`config.mk`:
```
export PLATFORM = sky130hd
export DESIGN_NAME = oh_fifo_sync_ext
export DESIGN_NICKNAME = d
export VERILOG_FILES = /design/src/rtl/oh_fifo_pkg.sv /design/src/rtl/oh_fifo_fwft_skid.sv /design/src/rtl/oh_memory_dp.sv /design/src/rtl/oh_fifo_sync_ext.sv
export SDC_FILE = /design/constraint.sdc
export NUM_CORES = 2
export LEC_CHECK = 0
export BUFFER_PORTS_ARGS = -buffer_cell sky130_fd_sc_hd__buf_2
export CAP_MARGIN = 20
export CORE_MARGIN = 2
export CORE_UTILIZATION = 60
export CTS_CLUSTER_SIZE = 24
export DETAILED_ROUTE_END_ITERATION = 10
export PLACE_DENSITY = 0.77
export SETUP_SLACK_MARGIN = 0.3
export SLEW_MARGIN = 25
export SYNTH_ARGS = -nofsm -noshare
export SYNTH_HDL_FRONTEND = slang
export SYNTH_SLANG_ARGS = --single-unit
```
`constraint.sdc`:
```
create_clock -name clk -period 13.82 [get_ports clk]
set_clock_uncertainty 0.15 [all_clocks]
set_input_delay 0.691 -clock clk [delete_from_list [all_inputs] [get_ports clk]]
set_output_delay 0.691 -clock clk [all_outputs]
set_load 0.01 [all_outputs]
```
`src/rtl/oh_fifo_pkg.sv`:
```
// Shared constants and helpers for the oh_fifo family of synchronous FIFOs.
package oh_fifo_pkg;

    localparam int FIFO_MODE_STD  = 0;
    localparam int FIFO_MODE_FWFT = 1;

    function automatic int clog2(input int value);
        int result;
        result = 0;
        while ((1 << result) < value) begin
            result = result + 1;
        end
        return result;
    endfunction

    // Pointers wrap by comparison so that non power-of-2 depths work.
    function automatic int unsigned wrap_inc(input int unsigned ptr, input int unsigned depth);
        int unsigned nxt;
        if (ptr == depth - 32'd1) begin
            nxt = 32'd0;
        end else begin
            nxt = ptr + 32'd1;
        end
        return nxt;
    endfunction

endpackage

```
`src/rtl/oh_fifo_fwft_skid.sv`:
```
// Two-entry fall-through output stage behind a RAM with one cycle of read
// latency; a word returning from the RAM is presented directly when the stage is empty.
module oh_fifo_fwft_skid #(
    parameter int DW = 104
) (
    input  logic          clk,
    input  logic          nreset,
    input  logic          flush_i,
    input  logic          ram_avail_i,
    input  logic [DW-1:0] ram_data_i,
    input  logic          pop_i,
    output logic          issue_o,
    output logic [1:0]    occ_o,
    output logic          valid_o,
    output logic [DW-1:0] data_o
);

    logic [1:0]    cnt_q, cnt_d;
    logic          infl_q, infl_d;
    logic [DW-1:0] buf0_q, buf0_d, buf1_q, buf1_d;
    logic [1:0]    occ_s;
    logic [DW-1:0] item0_s, item1_s;
    logic          pop_s;

    // Occupancy counts buffered words plus the word still in the RAM pipe.
    assign occ_s   = cnt_q + {1'b0, infl_q};
    assign item0_s = (cnt_q != 2'd0) ? buf0_q : ram_data_i;
    assign item1_s = (cnt_q == 2'd2) ? buf1_q : ram_data_i;
    assign pop_s   = pop_i & (occ_s != 2'd0);

    // Next-state: land the in-flight word, drop the popped head, refill
    always_comb begin
        issue_o = 1'b0;
        cnt_d   = cnt_q;
        infl_d  = infl_q;
        buf0_d  = buf0_q;
        buf1_d  = buf1_q;
        if (flush_i) begin
            cnt_d  = 2'd0;
            infl_d = 1'b0;
        end else begin
            issue_o = ram_avail_i & ((occ_s < 2'd2) | pop_s);
            cnt_d   = occ_s - {1'b0, pop_s};
            infl_d  = issue_o;
            if (pop_s) begin
                buf0_d = item1_s;
            end else begin
                buf0_d = item0_s;
            end
            buf1_d = item1_s;
        end
    end

    // Control state register
    always_ff @(posedge clk) begin
        if (!nreset) begin
            cnt_q  <= 2'd0;
            infl_q <= 1'b0;
        end else begin
            cnt_q  <= cnt_d;
            infl_q <= infl_d;
        end
    end

    // Data holding registers
    always_ff @(posedge clk) begin
        buf0_q <= buf0_d;
        buf1_q <= buf1_d;
    end

    assign occ_o   = occ_s;
    assign valid_o = (occ_s != 2'd0);
    assign data_o  = item0_s;

endmodule

```
`src/rtl/oh_memory_dp.sv`:
```
// Generic dual-port RAM: bit-masked synchronous write, registered read.
module oh_memory_dp #(
    parameter int DW    = 104,
    parameter int DEPTH = 32,
    parameter int AW    = $clog2(DEPTH)
) (
    input  logic          wr_clk,
    input  logic          wr_en,
    input  logic [DW-1:0] wr_wem,
    input  logic [AW-1:0] wr_addr,
    input  logic [DW-1:0] wr_din,
    input  logic          rd_clk,
    input  logic          rd_en,
    input  logic [AW-1:0] rd_addr,
    output logic [DW-1:0] rd_dout
);

    logic [DW-1:0] ram_q [DEPTH];

    // Masked write port
    always_ff @(posedge wr_clk) begin
        if (wr_en) begin
            ram_q[wr_addr] <= (ram_q[wr_addr] & ~wr_wem) | (wr_din & wr_wem);
        end
    end

    // Read port; output holds its value when no read is issued
    always_ff @(posedge rd_clk) begin
        if (rd_en) begin
            rd_dout <= ram_q[rd_addr];
        end
    end

endmodule

```
`src/rtl/oh_fifo_sync_ext.sv`:
```
// Synchronous FIFO with arbitrary depth, optional fall-through output,
// programmable watermarks, sticky error flags and synchronous flush.
module oh_fifo_sync_ext
    import oh_fifo_pkg::*;
#(
    parameter int DW         = 104,
    parameter int DEPTH      = 32,
    parameter int PROG_FULL  = DEPTH / 2,
    parameter int PROG_EMPTY = 1,
    parameter int FWFT       = FIFO_MODE_STD,
    parameter int AW         = clog2(DEPTH),
    parameter int CW         = clog2(DEPTH + 1)
) (
    input  logic          clk,
    input  logic          nreset,
    input  logic          clear,
    input  logic [DW-1:0] din,
    input  logic          wr_en,
    input  logic          rd_en,
    output logic [DW-1:0] dout,
    output logic          valid,
    output logic          full,
    output logic          prog_full,
    output logic          empty,
    output logic          prog_empty,
    output logic          overflow,
    output logic          underflow,
    output logic [CW-1:0] count
);

    logic [AW-1:0] wr_ptr_q, wr_ptr_d, rd_ptr_q, rd_ptr_d;
    logic [CW-1:0] count_q, count_d;
    logic          full_q, full_d, prog_full_q, prog_full_d;
    logic          prog_empty_q, prog_empty_d;
    logic          overflow_q, overflow_d, underflow_q, underflow_d;
    logic          wr_ok_s, rd_ok_s, empty_s, ram_rd_s, out_valid_s;
    logic [DW-1:0] ram_dout_s, out_data_s, wem_s;

    assign wem_s   = {DW{1'b1}};
    assign wr_ok_s = wr_en & ~full_q & ~clear;
    assign rd_ok_s = rd_en & ~empty_s & ~clear;

    // Pointer, count and sticky-flag next state; flush wins over requests
    always_comb begin
        wr_ptr_d    = wr_ptr_q;
        rd_ptr_d    = rd_ptr_q;
        count_d     = count_q;
        overflow_d  = overflow_q;
        underflow_d = underflow_q;
        if (clear) begin
            wr_ptr_d    = AW'(0);
            rd_ptr_d    = AW'(0);
            count_d     = CW'(0);
            overflow_d  = 1'b0;
            underflow_d = 1'b0;
        end else begin
            if (wr_ok_s) begin
                wr_ptr_d = AW'(wrap_inc(32'(wr_ptr_q), DEPTH));
            end else begin
                wr_ptr_d = wr_ptr_q;
            end
            if (ram_rd_s) begin
                rd_ptr_d = AW'(wrap_inc(32'(rd_ptr_q), DEPTH));
            end else begin
                rd_ptr_d = rd_ptr_q;
            end
            case ({wr_ok_s, rd_ok_s})
                2'b10:   count_d = count_q + CW'(1);
                2'b01:   count_d = count_q - CW'(1);
                default: count_d = count_q;
            endcase
            overflow_d  = overflow_q | (wr_en & full_q);
            underflow_d = underflow_q | (rd_en & empty_s);
        end
        full_d       = (count_d == CW'(DEPTH));
        prog_full_d  = (count_d >= CW'(PROG_FULL));
        prog_empty_d = (count_d <= CW'(PROG_EMPTY));
    end

    // State and status registers
    always_ff @(posedge clk) begin
        if (!nreset) begin
            wr_ptr_q     <= AW'(0);
            rd_ptr_q     <= AW'(0);
            count_q      <= CW'(0);
            full_q       <= 1'b0;
            prog_full_q  <= 1'b0;
            prog_empty_q <= 1'b1;
            overflow_q   <= 1'b0;
            underflow_q  <= 1'b0;
        end else begin
            wr_ptr_q     <= wr_ptr_d;
            rd_ptr_q     <= rd_ptr_d;
            count_q      <= count_d;
            full_q       <= full_d;
            prog_full_q  <= prog_full_d;
            prog_empty_q <= prog_empty_d;
            overflow_q   <= overflow_d;
            underflow_q  <= underflow_d;
        end
    end

    oh_memory_dp #(
        .DW    (DW),
        .DEPTH (DEPTH),
        .AW    (AW)
    ) u_mem (
        .wr_clk  (clk),
        .wr_en   (wr_ok_s),
        .wr_wem  (wem_s),
        .wr_addr (wr_ptr_q),
        .wr_din  (din),
        .rd_clk  (clk),
        .rd_en   (ram_rd_s),
        .rd_addr (rd_ptr_q),
        .rd_dout (ram_dout_s)
    );

    generate
        if (FWFT == FIFO_MODE_FWFT) begin : g_fwft
            logic [1:0] skid_occ_s;
            logic       ram_avail_s;

            // Words still in the RAM are those not yet handed to the skid stage.
            assign ram_avail_s = (count_q > CW'(skid_occ_s));

            oh_fifo_fwft_skid #(
                .DW (DW)
            ) u_skid (
                .clk         (clk),
                .nreset      (nreset),
                .flush_i     (clear),
                .ram_avail_i (ram_avail_s),
                .ram_data_i  (ram_dout_s),
                .pop_i       (rd_ok_s),
                .issue_o     (ram_rd_s),
                .occ_o       (skid_occ_s),
                .valid_o     (out_valid_s),
                .data_o      (out_data_s)
            );

            assign empty_s = ~out_valid_s;
        end else begin : g_std
            logic valid_q, empty_q;

            // Read data appears one cycle after an accepted read
            always_ff @(posedge clk) begin
                if (!nreset) begin
                    valid_q <= 1'b0;
                    empty_q <= 1'b1;
                end else begin
                    valid_q <= rd_ok_s;
                    empty_q <= (count_d == CW'(0));
                end
            end

            assign ram_rd_s    = rd_ok_s;
            assign out_valid_s = valid_q;
            assign out_data_s  = ram_dout_s;
            assign empty_s     = empty_q;
        end
    endgenerate

    assign dout       = out_data_s;
    assign valid      = out_valid_s;
    assign full       = full_q;
    assign prog_full  = prog_full_q;
    assign empty      = empty_s;
    assign prog_empty = prog_empty_q;
    assign overflow   = overflow_q;
    assign underflow  = underflow_q;
    assign count      = count_q;

endmodule

```
# Word-level counts from Yosys, hierarchy flattened
# Memories as Yosys holds them, arrays and structs flattened. A register that Yosys moved wholly into a read port is not among the register bits.
# Index checks and enable logic that the tools add are counted.
[totals] reg_bits=23 mem_bits_rw=3328 inputBits=109 out_inout_bits=117 memories=1
[classes] add_sub_neg=4 magnitude_cmp=2 eq_ne=5 mux=6 n_bitwise=12 n_reduce_logical=2
[mem_list] memory="u_mem.ram_q" depth=32 width=104 read_ports=1 rd_clocked_by_memory_dff=1 write_ports=1 line="oh_memory_dp.sv:18" text="logic [DW-1:0] ram_q [DEPTH];"
[ops] operator="6-bit one-hot mux with 2 select lines" count=1
[ops] operator="5-bit by 1-bit adder with 5-bit output, second input constant" count=2
[ops] operator="5-bit == test, second input constant" count=2
[ops] operator="5-bit 2-to-1 mux" count=2
[ops] operator="6-bit by 1-bit adder with 6-bit output, second input constant" count=1
[ops] operator="1-bit AND" count=6
[ops] operator="6-bit == test, second input constant" count=1
[ops] operator="6-bit by 5-bit >= comparator with 1-bit output, second input constant" count=1
[ops] operator="6-bit by 1-bit <= comparator with 1-bit output, second input constant" count=1
[ops] operator="6-bit logical NOT" count=1
[ops] operator="6-bit 2-to-1 mux" count=1
[ops] operator="6-bit by 1-bit subtractor with 6-bit output, second input constant" count=1
[ops] operator="1-bit inverter" count=4
[ops] operator="2-bit by 1-bit == test with 1-bit output, second input constant" count=1
[ops] operator="2-bit == test, second input constant" count=1
[ops] operator="1-bit 2-to-1 mux" count=2
[ops] operator="1-bit OR" count=2
[ops] operator="2-bit OR reduction" count=1

# Depth between registers and ports, before layout
[depth] depth_word=7 ltp_mapped=12 ltp_nobuf=11

# Hierarchy
# From an unflattened synthesis, not the netlist that was laid out.
[unflattened] hier_cells=8667 area_unflattened_um2=157496.1
[modules_own_cells] module="oh_memory_dp" instances=1 cells_per_inst=8499 area_per_inst_um2=156084.7 seq_area_each_um2=103058.8
[modules_own_cells] module="oh_fifo_sync_ext" instances=1 cells_per_inst=168 area_per_inst_um2=1411.4 seq_area_each_um2=460.4

# Least setup slack after synthesis
# Ideal clock, no wire load.
[synth_path] path_type="in2reg" start="input wr_en" end="memory u_mem.ram_q[15][0], enable pin" setup_time_ps=716 arrival_time_ps=8965 slack_ps=3989 stages=5 path_cell_list="nand2b_1 > clkbuf_1 > nor2_1 > nand3_1 > nor3b_1"
[synth_between] elab_chain_cells=4
[synth_rtl] element="start, declared" line="oh_fifo_sync_ext.sv:18" text="input logic wr_en,"
[synth_rtl] element="1-bit AND (2 in a row)" line="oh_fifo_sync_ext.sv:40" text="assign wr_ok_s = wr_en & ~full_q & ~clear;"
[synth_rtl] element="1-bit 2-to-1 mux" line="oh_memory_dp.sv:22" text="if (wr_en) begin"
[synth_rtl] element="1-bit 2-to-1 mux (not written as such)" line="oh_memory_dp.sv:23" text="ram_q[wr_addr] <= (ram_q[wr_addr] & ~wr_wem) | (wr_din & wr_wem);"
[synth_rtl] element="end, declared" line="oh_memory_dp.sv:18"
# Every way passes these cells.

==> results.sh <==
export IMPL_firstDrtPassIters=6
export IMPL_rsz0062_at_grt="false"
export IMPL_use_met2_pct=52.9
export IMPL_synthAdderAreaFrac_pct=0.0865
export IMPL_synth_simple_area_share_pct=0.357
export IMPL_layout_common_cells="edfxtp_1, mux4_2, clkbuf_16, buf_2, mux2_2"
export IMPL_clock_latency_ns=0.95
export IMPL_status="complete, no violations"
export IMPL_critPathLaunchType="flop"
export IMPL_rr_endpoint="u_mem.rd_dout[67]$_DFFE_PP_"
export IMPL_setup_slack_ns=8.46
export IMPL_start_util_pct=60.2
export IMPL_regToRegSetupSlack_ns=8.46
export IMPL_rows=171
export IMPL_root_buffer="clkbuf_16"
export IMPL_netlist_instances=5013
export IMPL_overflow=0
export IMPL_drive_gt1_share_pct=34.9
export IMPL_required_ns=14.38
export IMPL_power_density_nw_per_um2=144
export IMPL_synth_edf_count=3432
export IMPL_met1_usage_pct=42.3
export IMPL_grt_pass1_wl_um=492000
export IMPL_ys_seq_area_share_pct=79.5
export IMPL_grt_pass1_vias=63800
export IMPL_holdWs_ns=0.0590
export IMPL_track_usage_pct=32.0
export IMPL_die_x_um=470
export IMPL_portBuffers=225
export IMPL_crit_fanout=155
export IMPL_dp_final_hpwl_um=142000
export IMPL_synthXorXnorAreaFrac_pct=0.0586
export IMPL_setup_viol=0
export IMPL_drv_cap=0
export IMPL_vias_per_cell=7.32
export IMPL_grt_most_used_layer="met2"
export IMPL_synth_flop_cell="edfxtp_1"
export IMPL_cts_repair_resized=0
export IMPL_avgSynthCellArea_um2=26.0
export IMPL_nets=5572
export IMPL_antenna_found_initial=47
export IMPL_wl_um=352000
export IMPL_cts_buffers_inserted=346
export IMPL_hp_class="input port to flop"
export IMPL_max_clock_freq_ghz=0.187
export IMPL_p_leak_nw=43.9
export IMPL_drtIter0Drc=10500
export IMPL_min_period_over_period_pct=38.8
export IMPL_synth_nets=5131
export IMPL_routabilityCongestion=0.762
export IMPL_fin_tns_setup_ns=0
export IMPL_cp_end_kind="flop"
export IMPL_period_minus_slack_ns=5.36
export IMPL_ys_async_sr_fraction_pct=0
export IMPL_ant_nets=0
export IMPL_final_common_cell="edfxtp_1"
export IMPL_hold_violations=0
export IMPL_clk_pin_slew_ns=0.06
export IMPL_synth_top_family_by_area="multiplexers"
export IMPL_io_pins=226
export IMPL_crit_reg2reg_launch="rd_ptr_q[1]$_SDFFE_PP0P_"
export IMPL_cp_endpoint="u_mem.rd_dout[67]$_DFFE_PP_"
export IMPL_path_class="flop to flop"
export IMPL_slew_headroom_pct=23.9
export IMPL_cp_startpoint="rd_ptr_q[1]$_SDFFE_PP0P_"
export IMPL_ys_types=47
export IMPL_grtUsageMet3_pct=5.64
export IMPL_netlist_area_um2=130000
export IMPL_cts_max_level=5
export IMPL_drc=0
export IMPL_area_delta_synth_final_pct=12.1
export IMPL_grt_max_degree=156
export IMPL_dieArea_um2=221000
export IMPL_muxShareOfSynthArea_pct=18.9
export IMPL_synth_compound_area_share_pct=0.167
export IMPL_yosysWarnings=0
export IMPL_die_h_um=470
export IMPL_place_ws_ns=8.42
export IMPL_p_total_mw=21.0
export IMPL_synth_seq_cells=3455
export IMPL_peakVddDrop_mv=0.143
export IMPL_wl_per_cell_um=41.0
export IMPL_via_count=62800
export IMPL_cts_tree="built"
export IMPL_slew_violations=0
export IMPL_clkSinkCount=3455
export IMPL_crit_arrival_ns=5.92
export IMPL_core_area_um2=217000
export IMPL_ff2ff_path_depth=7
export IMPL_tightest_slew_ns=1.14
export IMPL_clock_path_buffers=4
## worst min-delay path by stage
stage,startpoint,end,slack (ns),cells after the start
after detailed placement,overflow$_SDFF_PP0_,overflow$_SDFF_PP0_,0.31,2
after CTS,din[43],u_mem.ram_q[20][43]$_DFFE_PP_,0.001,1
final,din[43],u_mem.ram_q[31][43]$_DFFE_PP_,0.06,1
after global routing,din[51],u_mem.ram_q[1][51]$_DFFE_PP_,0.06,1
after global placement,underflow$_SDFF_PP0_,underflow$_SDFF_PP0_,0.30,2
after floorplan,overflow$_SDFF_PP0_,overflow$_SDFF_PP0_,0.35,2
## state kept, by name (all words and copies together), names as in the netlist
| name | cells |
|---|---|
| rd_ptr_q | 5 |
| empty | 1 |
| full | 1 |
| underflow | 1 |
| prog_full | 1 |
| count | 6 |
| wr_ptr_q | 5 |
| u_mem.ram_q | 3328 |
| overflow | 1 |
| prog_empty | 1 |
| valid | 1 |
| u_mem.rd_dout | 104 |
## per-stage QoR
| stage | cell area, um^2 | instances | util (%) |
|---|---|---|---|
| 2_1_floorplan | 130000 | 5013 | - |
| 6_report | 146000 | 8578 | 67.5 |
| 3_3_place_gp | 135000 | 7946 | 62.4 |
| 5_1_grt | 146000 | 8571 | 67.4 |
| 4_1_cts | 146000 | 8547 | 67.3 |
| 3_5_place_dp | 135000 | 7950 | 62.4 |
## cells by family after synthesis
| logic type | after synthesis |
|---|---|
| flip-flops | 3455 |
| XOR/XNOR | 7 |
| AO/OA/AOI/OAI | 33 |
| buffers and inverters | 265 |
| AND/OR/NAND/NOR | 96 |
| multiplexers | 1148 |
| adder cells (fa/ha/maj) | 9 |
## Yosys cell counts (2+ instances only)
cell / count / share of area [%]
a21oi_1: 13 / 0.050
a31oi_1: 2 / 0.0096
and3_1: 3 / 0.014
buf_1: 25 / 0.072
buf_2: 71 / 0.27
buf_6: 18 / 0.16
clkbuf_1: 144 / 0.42
dfxtp_1: 23 / 0.35
edfxtp_1: 3432 / 79
ha_1: 9 / 0.086
inv_1: 7 / 0.020
mux2_2: 104 / 0.90
mux2i_1: 4 / 0.031
mux4_2: 1040 / 18
nand2_1: 11 / 0.032
nand2b_1: 5 / 0.024
nand3_1: 4 / 0.015
nand3b_1: 2 / 0.012
nor2_1: 46 / 0.13
nor3_1: 7 / 0.027
nor3b_1: 2 / 0.012
nor4_1: 2 / 0.0096
o211ai_1: 3 / 0.017
o21ai_0: 4 / 0.015
o21bai_1: 2 / 0.012
or2_2: 2 / 0.0096
or3_1: 2 / 0.0096
or3b_2: 2 / 0.013
or4_1: 2 / 0.012
xnor2_1: 2 / 0.013
xor2_1: 4 / 0.027
## critical path, stage by stage (launching register included)
cell and delay, ns:
dfxtp_4 0.65, buf_12 0.32, buf_12 0.75, buf_4 0.89, buf_4 0.75, mux4_2 0.44, mux4_2 0.52, mux2_2 0.29
## routing by layer
metal	up-vias	share of wire, %	wire length, um
met5	-	0.038	134
met4	20	4.5	15700
met3	925	11	38400
met2	5519	51	181000
met1	33500	33	117000
li1	22900	-	-
## area by class of cell
class | instances | area [um^2]
Antenna cell | 25 | 62.6
Clock buffer | 415 | 9070
Clock inverter | 178 | 1540
Fill cell | 12100 | 70500
Inverter | 7 | 33.8
Multi-Input combinational cell | 1293 | 25700
Sequential cell | 3455 | 104000
Tap cell | 2854 | 3570
Timing Repair Buffer | 351 | 2500
## power breakdown
group          total, mW  switching [mW]  internal, mW
clock network       9.10            3.94          5.16
registers           11.6          0.0126          11.5
logic              0.338           0.229         0.109
## what timing repair did
action | in CTS | in global routing
buffers inserted | 0 | 0
hold endpoints to repair | 29 | 0
hold buffers | 4 | 0
Note: power is estimated with default switching activity, not from simulation.
